`src/rtl/thread_scheduler_if.sv`:
```
// Thread-scheduler bundle: stall/done/exception/config inputs
// and the registered grant outputs toward the IF stage.
interface thread_scheduler_if #(
    parameter int N_THREADS = 8,
    parameter int TID_W     = 3
);
    logic [N_THREADS-1:0] stalled;
    logic [N_THREADS-1:0] done;
    logic                 exc_en;
    logic [TID_W-1:0]     exc_thread;
    logic                 cfg_wen;
    logic [N_THREADS-1:0] cfg_mask;
    logic [TID_W-1:0]     scheduler_thread;
    logic                 issue_valid;
    logic                 all_done;
    logic [31:0]          issue_cnt;

    modport master (
        input  stalled,
        input  done,
        input  exc_en,
        input  exc_thread,
        input  cfg_wen,
        input  cfg_mask,
        output scheduler_thread,
        output issue_valid,
        output all_done,
        output issue_cnt
    );

    modport slave (
        output stalled,
        output done,
        output exc_en,
        output exc_thread,
        output cfg_wen,
        output cfg_mask,
        input  scheduler_thread,
        input  issue_valid,
        input  all_done,
        input  issue_cnt
    );
endinterface

```
`src/rtl/thread_scheduler.sv`:
```
// Barrel round-robin thread selector feeding IF, with an
// exclusive mode that restricts issue to the exception master.
module thread_scheduler #(
    parameter int                   N_THREADS = 8,
    parameter int                   TID_W     = 3,
    parameter int                   QUANTUM   = 1,
    parameter logic [N_THREADS-1:0] RESET_EN  = {N_THREADS{1'b1}}
) (
    input logic                clk,
    input logic                rst,
    thread_scheduler_if.master bus
);
    typedef enum logic {RUN, EXCL} state_e;

    state_e               state_q, state_d;
    logic [TID_W-1:0]     exc_tid_q, exc_tid_d;
    logic [TID_W-1:0]     rr_ptr_q, rr_ptr_d;
    logic [TID_W-1:0]     thr_q, thr_d;
    logic [3:0]           qcnt_q, qcnt_d;
    logic                 valid_q, valid_d;
    logic                 all_done_q;
    logic [31:0]          cnt_q;
    logic [N_THREADS-1:0] en_mask_q;

    logic                 excl;
    logic [TID_W-1:0]     excl_tid;
    logic [N_THREADS-1:0] elig;
    logic                 hold;
    logic                 found;
    logic [TID_W-1:0]     pick;
    logic [TID_W-1:0]     idx;

    // On the RUN->EXCL edge the live exc_thread already gates the grant.
    always_comb begin
        excl     = 1'b0;
        excl_tid = exc_tid_q;
        unique case (1'b1)
            (state_q == EXCL): begin
                excl     = 1'b1;
                excl_tid = exc_tid_q;
            end
            (state_q == RUN && bus.exc_en): begin
                excl     = 1'b1;
                excl_tid = bus.exc_thread;
            end
            default: ;
        endcase
    end

    always_comb begin
        elig = '0;
        for (int i = 0; i < N_THREADS; i++) begin
            elig[i] = en_mask_q[i] & ~bus.stalled[i] & ~bus.done[i]
                    & (~excl | (TID_W'(i) == excl_tid));
        end
    end

    always_comb begin
        found = 1'b0;
        pick  = rr_ptr_q;
        idx   = '0;
        for (int k = 1; k <= N_THREADS; k++) begin
            idx = TID_W'((int'(rr_ptr_q) + k) % N_THREADS);
            if (!found && elig[idx]) begin
                found = 1'b1;
                pick  = idx;
            end
        end
    end

    assign hold = valid_q & elig[thr_q]
                & (qcnt_q < 4'(QUANTUM - 1));

    always_comb begin
        thr_d    = thr_q;
        rr_ptr_d = rr_ptr_q;
        qcnt_d   = '0;
        valid_d  = 1'b0;
        if (hold) begin
            valid_d = 1'b1;
            qcnt_d  = qcnt_q + 4'd1;
        end else if (found) begin
            valid_d  = 1'b1;
            thr_d    = pick;
            rr_ptr_d = pick;
        end
    end

    always_comb begin
        state_d   = state_q;
        exc_tid_d = exc_tid_q;
        unique case (state_q)
            RUN: begin
                if (bus.exc_en) begin
                    state_d   = EXCL;
                    exc_tid_d = bus.exc_thread;
                end
            end
            EXCL: begin
                if (!bus.exc_en) state_d = RUN;
            end
            default: state_d = RUN;
        endcase
    end

    always_ff @(posedge clk or negedge rst) begin
        if (!rst) begin
            state_q    <= RUN;
            exc_tid_q  <= '0;
            rr_ptr_q   <= TID_W'(N_THREADS - 1);
            thr_q      <= '0;
            qcnt_q     <= '0;
            valid_q    <= 1'b0;
            all_done_q <= 1'b0;
            cnt_q      <= '0;
            en_mask_q  <= RESET_EN;
        end else begin
            state_q    <= state_d;
            exc_tid_q  <= exc_tid_d;
            rr_ptr_q   <= rr_ptr_d;
            thr_q      <= thr_d;
            qcnt_q     <= qcnt_d;
            valid_q    <= valid_d;
            all_done_q <= &(bus.done | ~en_mask_q);
            if (valid_d) cnt_q <= cnt_q + 32'd1;
            if (bus.cfg_wen) en_mask_q <= bus.cfg_mask;
        end
    end

    assign bus.scheduler_thread = thr_q;
    assign bus.issue_valid      = valid_q;
    assign bus.all_done         = all_done_q;
    assign bus.issue_cnt        = cnt_q;
endmodule

```
`src/flat_wrapper.sv`:
```
// flat-port wrapper written by rule: the top's interface ports become plain ports
module thread_scheduler_flat 
#(
    parameter int                   N_THREADS = 8,
    parameter int                   TID_W     = 3,
    parameter int                   QUANTUM   = 1,
    parameter logic [N_THREADS-1:0] RESET_EN  = {N_THREADS{1'b1}}
)
  (clk, rst, bus_stalled, bus_done, bus_exc_en, bus_exc_thread, bus_cfg_wen, bus_cfg_mask, bus_scheduler_thread, bus_issue_valid, bus_all_done, bus_issue_cnt);
  thread_scheduler_if #(.N_THREADS(N_THREADS), .TID_W(TID_W)) bus_i ();
  input logic clk;
  input logic rst;
  input wire logic [$bits(bus_i.stalled)-1:0] bus_stalled;
  input wire logic [$bits(bus_i.done)-1:0] bus_done;
  input wire logic [$bits(bus_i.exc_en)-1:0] bus_exc_en;
  input wire logic [$bits(bus_i.exc_thread)-1:0] bus_exc_thread;
  input wire logic [$bits(bus_i.cfg_wen)-1:0] bus_cfg_wen;
  input wire logic [$bits(bus_i.cfg_mask)-1:0] bus_cfg_mask;
  output wire logic [$bits(bus_i.scheduler_thread)-1:0] bus_scheduler_thread;
  output wire logic [$bits(bus_i.issue_valid)-1:0] bus_issue_valid;
  output wire logic [$bits(bus_i.all_done)-1:0] bus_all_done;
  output wire logic [$bits(bus_i.issue_cnt)-1:0] bus_issue_cnt;
  assign bus_i.stalled = bus_stalled;
  assign bus_i.done = bus_done;
  assign bus_i.exc_en = bus_exc_en;
  assign bus_i.exc_thread = bus_exc_thread;
  assign bus_i.cfg_wen = bus_cfg_wen;
  assign bus_i.cfg_mask = bus_cfg_mask;
  assign bus_scheduler_thread = bus_i.scheduler_thread;
  assign bus_issue_valid = bus_i.issue_valid;
  assign bus_all_done = bus_i.all_done;
  assign bus_issue_cnt = bus_i.issue_cnt;
  thread_scheduler #(.N_THREADS(N_THREADS), .TID_W(TID_W), .QUANTUM(QUANTUM), .RESET_EN(RESET_EN)) u_core (.clk(clk), .rst(rst), .bus(bus_i));
endmodule
```
`config.mk`:
```
export PLATFORM = sky130hd
export DESIGN_NAME = thread_scheduler_flat
export DESIGN_NICKNAME = d
export VERILOG_FILES = /design/src/rtl/thread_scheduler_if.sv /design/src/rtl/thread_scheduler.sv /design/src/flat_wrapper.sv
export SDC_FILE = /design/constraint.sdc
export NUM_CORES = 1
export LEC_CHECK = 0
export CAP_MARGIN = 20
export CORE_ASPECT_RATIO = 0.6
export CORE_MARGIN = 1
export CORE_UTILIZATION = 53
export CTS_CLUSTER_SIZE = 40
export DETAILED_ROUTE_END_ITERATION = 6
export PLACE_DENSITY = 0.83
export REMOVE_ABC_BUFFERS = 1
export SLEW_MARGIN = 30
export SYNTH_ARGS = -nofsm -noshare
export SYNTH_HDL_FRONTEND = slang
export SYNTH_SLANG_ARGS = --single-unit
```
`constraint.sdc`:
```
create_clock -name clk -period 4.15 [get_ports clk]
set_input_delay 0.6225 -clock clk [delete_from_list [all_inputs] [get_ports clk]]
set_output_delay 0.6225 -clock clk [all_outputs]
set_load 0.03 [all_outputs]
```
==> metrics <==
status=finished, final reports clean; Routed Antenna Nets=0; setup violators final=0; DP Area=4330 sq um; H-tree Lvls=2; leakage dissipation=1.80 nW; clk sinks=52; Yosys top cell by area=dfrtp_1; Clock Latency Late Sink=0.31 ns; Post-DP HPWL=7100 um; TritonCTS clock tree=done; Post-Synth Simple-Gate Area=0.241; Reg clk slew, reported paths=0.10 ns; first-pass GRT wire length=15500 um; post-route setup TNS=0 ns; largest net degree at the start of global routing=39; Tcrit/Tclk final=0.926; # DRC=0; Post-Synth Adder-Cell Area=0.0107; met3 routed wirelength=1080 um; unrepaired setup endpoints after global routing=no; layout cell share with drive strength beyond 1=0.164; post-synthesis cell area=3500 sq um; area delta synth->final=26.4%; Critical Path Source Type=input port; Total Nets Final=467; initial core utilization=0.559; arrival time worst endpoint=4.08 ns; reg-to-reg slack, setup=0.40 ns; Antenna diodes=0; final worst path period need=3.84 ns; HP Class=in2async; post-synthesis compound-gate area fraction=0.114; XOR/XNOR Fraction of Synth Area=0.0902; post-synthesis instance total=358; number of DRC markers after the initial detailed-route iteration=240; vias in the first global route=3028; post-CTS setup buffer count=0; Congestion Overflow GR=0; asr flop ratio synth=1.00; largest family of logic cells by synthesized area=simple AND/OR/NAND/NOR gates; die area=6940 sq um; Max Cap Viol=0; cts bufs inserted=5; CP required=4.38 ns; Vias=3186; worst-margin pin slew=0.625 ns; filler cell count=471; design area=4420 sq um; Met1 Wirelength=4450 um; Unique masters post-synth=63; Routed WL=9210 um; row cnt=22; clock buffer depth=2; multiplexer share of the synthesized area=0.134; top cell type's share of synthesized area=0.293; Crit Path Max Fanout=18; Post-synth top cells=dfrtp_1, xnor2_1, nand2_1, nor2_1, nand3_1; VDD IR-drop max=0.312 mV; drt wl/cell=17.8 um; top-count cell post-synth=dfrtp_1; Synth area leaders=dfrtp_1, dfstp_2, xnor2_1, mux2_2, mux4_2; Worst Setup Path Type=in2reg; CP endpoint kind=flop; I/O pins=68; synth warn=0; core area=6250 sq um; Port Buffers=67; Pre-Repair DR Iteration Count=5; root buffer cell=clkbuf_8; Die Wd=107 um; clk_skew=0.00942 ns; post-synthesis register bit count=52; Avg Cell Area, Syn=9.76 sq um; register area share after synthesis=0.376; met2 WL=3580 um; CTS Hold Buffers Added=0; Slew Limit Headroom=0.582; post-CTS sizing=0; uppermost layer routed=met4; placer congestion estimate=1.00; pwr dens=550 nW/um^2; number of synthesized flops with an enable pin=0; Most used DFF post-synth=dfrtp_1; die height=64.9 um; Final Hold Fails=0; Vias/cell=6.15; Max Clk Rate=260 MHz; Tot GR Track Use=0.289; hold_ws=0.212 ns; Final Max Slew Viols=0; initial antenna violation count=0
[area by class of cell]
cell class              instances  area (sq um)  area share
clock buffers                   5          68.8      0.0156
clock inverters                 3          17.5     0.00396
inverters                      12          45.0      0.0102
multi-input cells             278          2060       0.467
flip-flops and latches         52          1320       0.298
well taps                      84           105      0.0238
repair buffers                 84           806       0.182
[layout by cell type, fill, tap and decap left out, types with 4 or more instances in the layout]
cell type,instances
nand3_1,20
a21oi_1,12
clkdlybuf4s50_1,66
mux2i_1,10
mux2_2,14
dfrtp_1,41
xor2_1,10
nor3b_1,4
o21ai_0,9
clkbuf_8,5
o22ai_1,6
xnor2_1,26
nor4_1,5
and3_1,12
inv_1,9
nor4b_1,4
nor2_1,25
nand4_1,14
dfstp_2,11
nand2b_1,12
mux4_2,7
or3_1,4
buf_4,16
nand2_1,25
[worst max-delay path, stage by stage]
cell and delay [ns]:
clkdlybuf4s50_1 0.48, nand2b_1 0.25, a31o_1 0.34, a21oi_1 0.37, o32ai_1 0.25, mux4_2 0.60, nor4_4 0.37, nand4_4 0.31
buf_4 0.27, nand4_1 0.10, xnor2_1 0.13
[per-stage QoR]
step	setup slack, ns	cells	util	total power (W)
5_1_grt	0.0644	518	0.707	0.00259
2_1_floorplan	0.465	342	-	0.00160
4_1_cts	0.365	518	0.707	0.00242
6_report	0.307	518	0.707	0.00243
3_5_place_dp	0.0323	510	0.693	0.00212
3_3_place_gp	0.123	510	0.693	0.00210
[cells by family (layout without fill, tap and decap cells)]
logic type / Yosys count / in the layout
compound gates: 58 / 58
fa+ha+maj: 3 / 3
xor+xnor: 36 / 36
flops: 52 / 52
buf+inv: 28 / 104
simple gates: 147 / 147
mux: 34 / 34
[metal layers]
metal	GRT usage	vias to the layer above
li1	-	1463
met1	0.451	1532
met2	0.381	175
met3	0.0976	16
met4	0.0531	0
met5	0	-
[where the power goes]
| group | switching (W) | total (W) | internal, W |
|---|---|---|---|
| Combinational | 0.000800 | 0.00143 | 0.000627 |
| Sequential | 0.000104 | 0.000710 | 0.000606 |
| Clock | 0.000176 | 0.000295 | 0.000118 |
[state kept, by name (all words and copies together), names as in the netlist]
register and flops:
u_core.bus.all_done 1, u_core.bus.issue_cnt 32, u_core.bus.issue_valid 1, u_core.bus.scheduler_thread 3
u_core.en_mask_q 8, u_core.exc_tid_q 3, u_core.rr_ptr_q 3, u_core.state_q 1
[worst paths after layout]
check / endpoint / cells past startpoint / from
min reg2reg: u_core.bus.issue_cnt[31]$_DFFE_PN0P_ / 1 / u_core.bus.issue_cnt[31]$_DFFE_PN0P_
max in group asynchronous: u_core.rr_ptr_q[2]$_DFFE_PN1P_ / 2 / rst
max: u_core.bus.issue_cnt[15]$_DFFE_PN0P_ / 11 / bus_exc_en
min: u_core.exc_tid_q[0]$_DFFE_PN0N_ / 1 / rst
min in group clk: u_core.bus.issue_cnt[31]$_DFFE_PN0P_ / 1 / u_core.bus.issue_cnt[31]$_DFFE_PN0P_
max reg2reg: u_core.bus.issue_cnt[30]$_DFFE_PN0P_ / 10 / u_core.rr_ptr_q[1]$_DFFE_PN1P_
No activity file was read; power rests on OpenSTA's default activity.
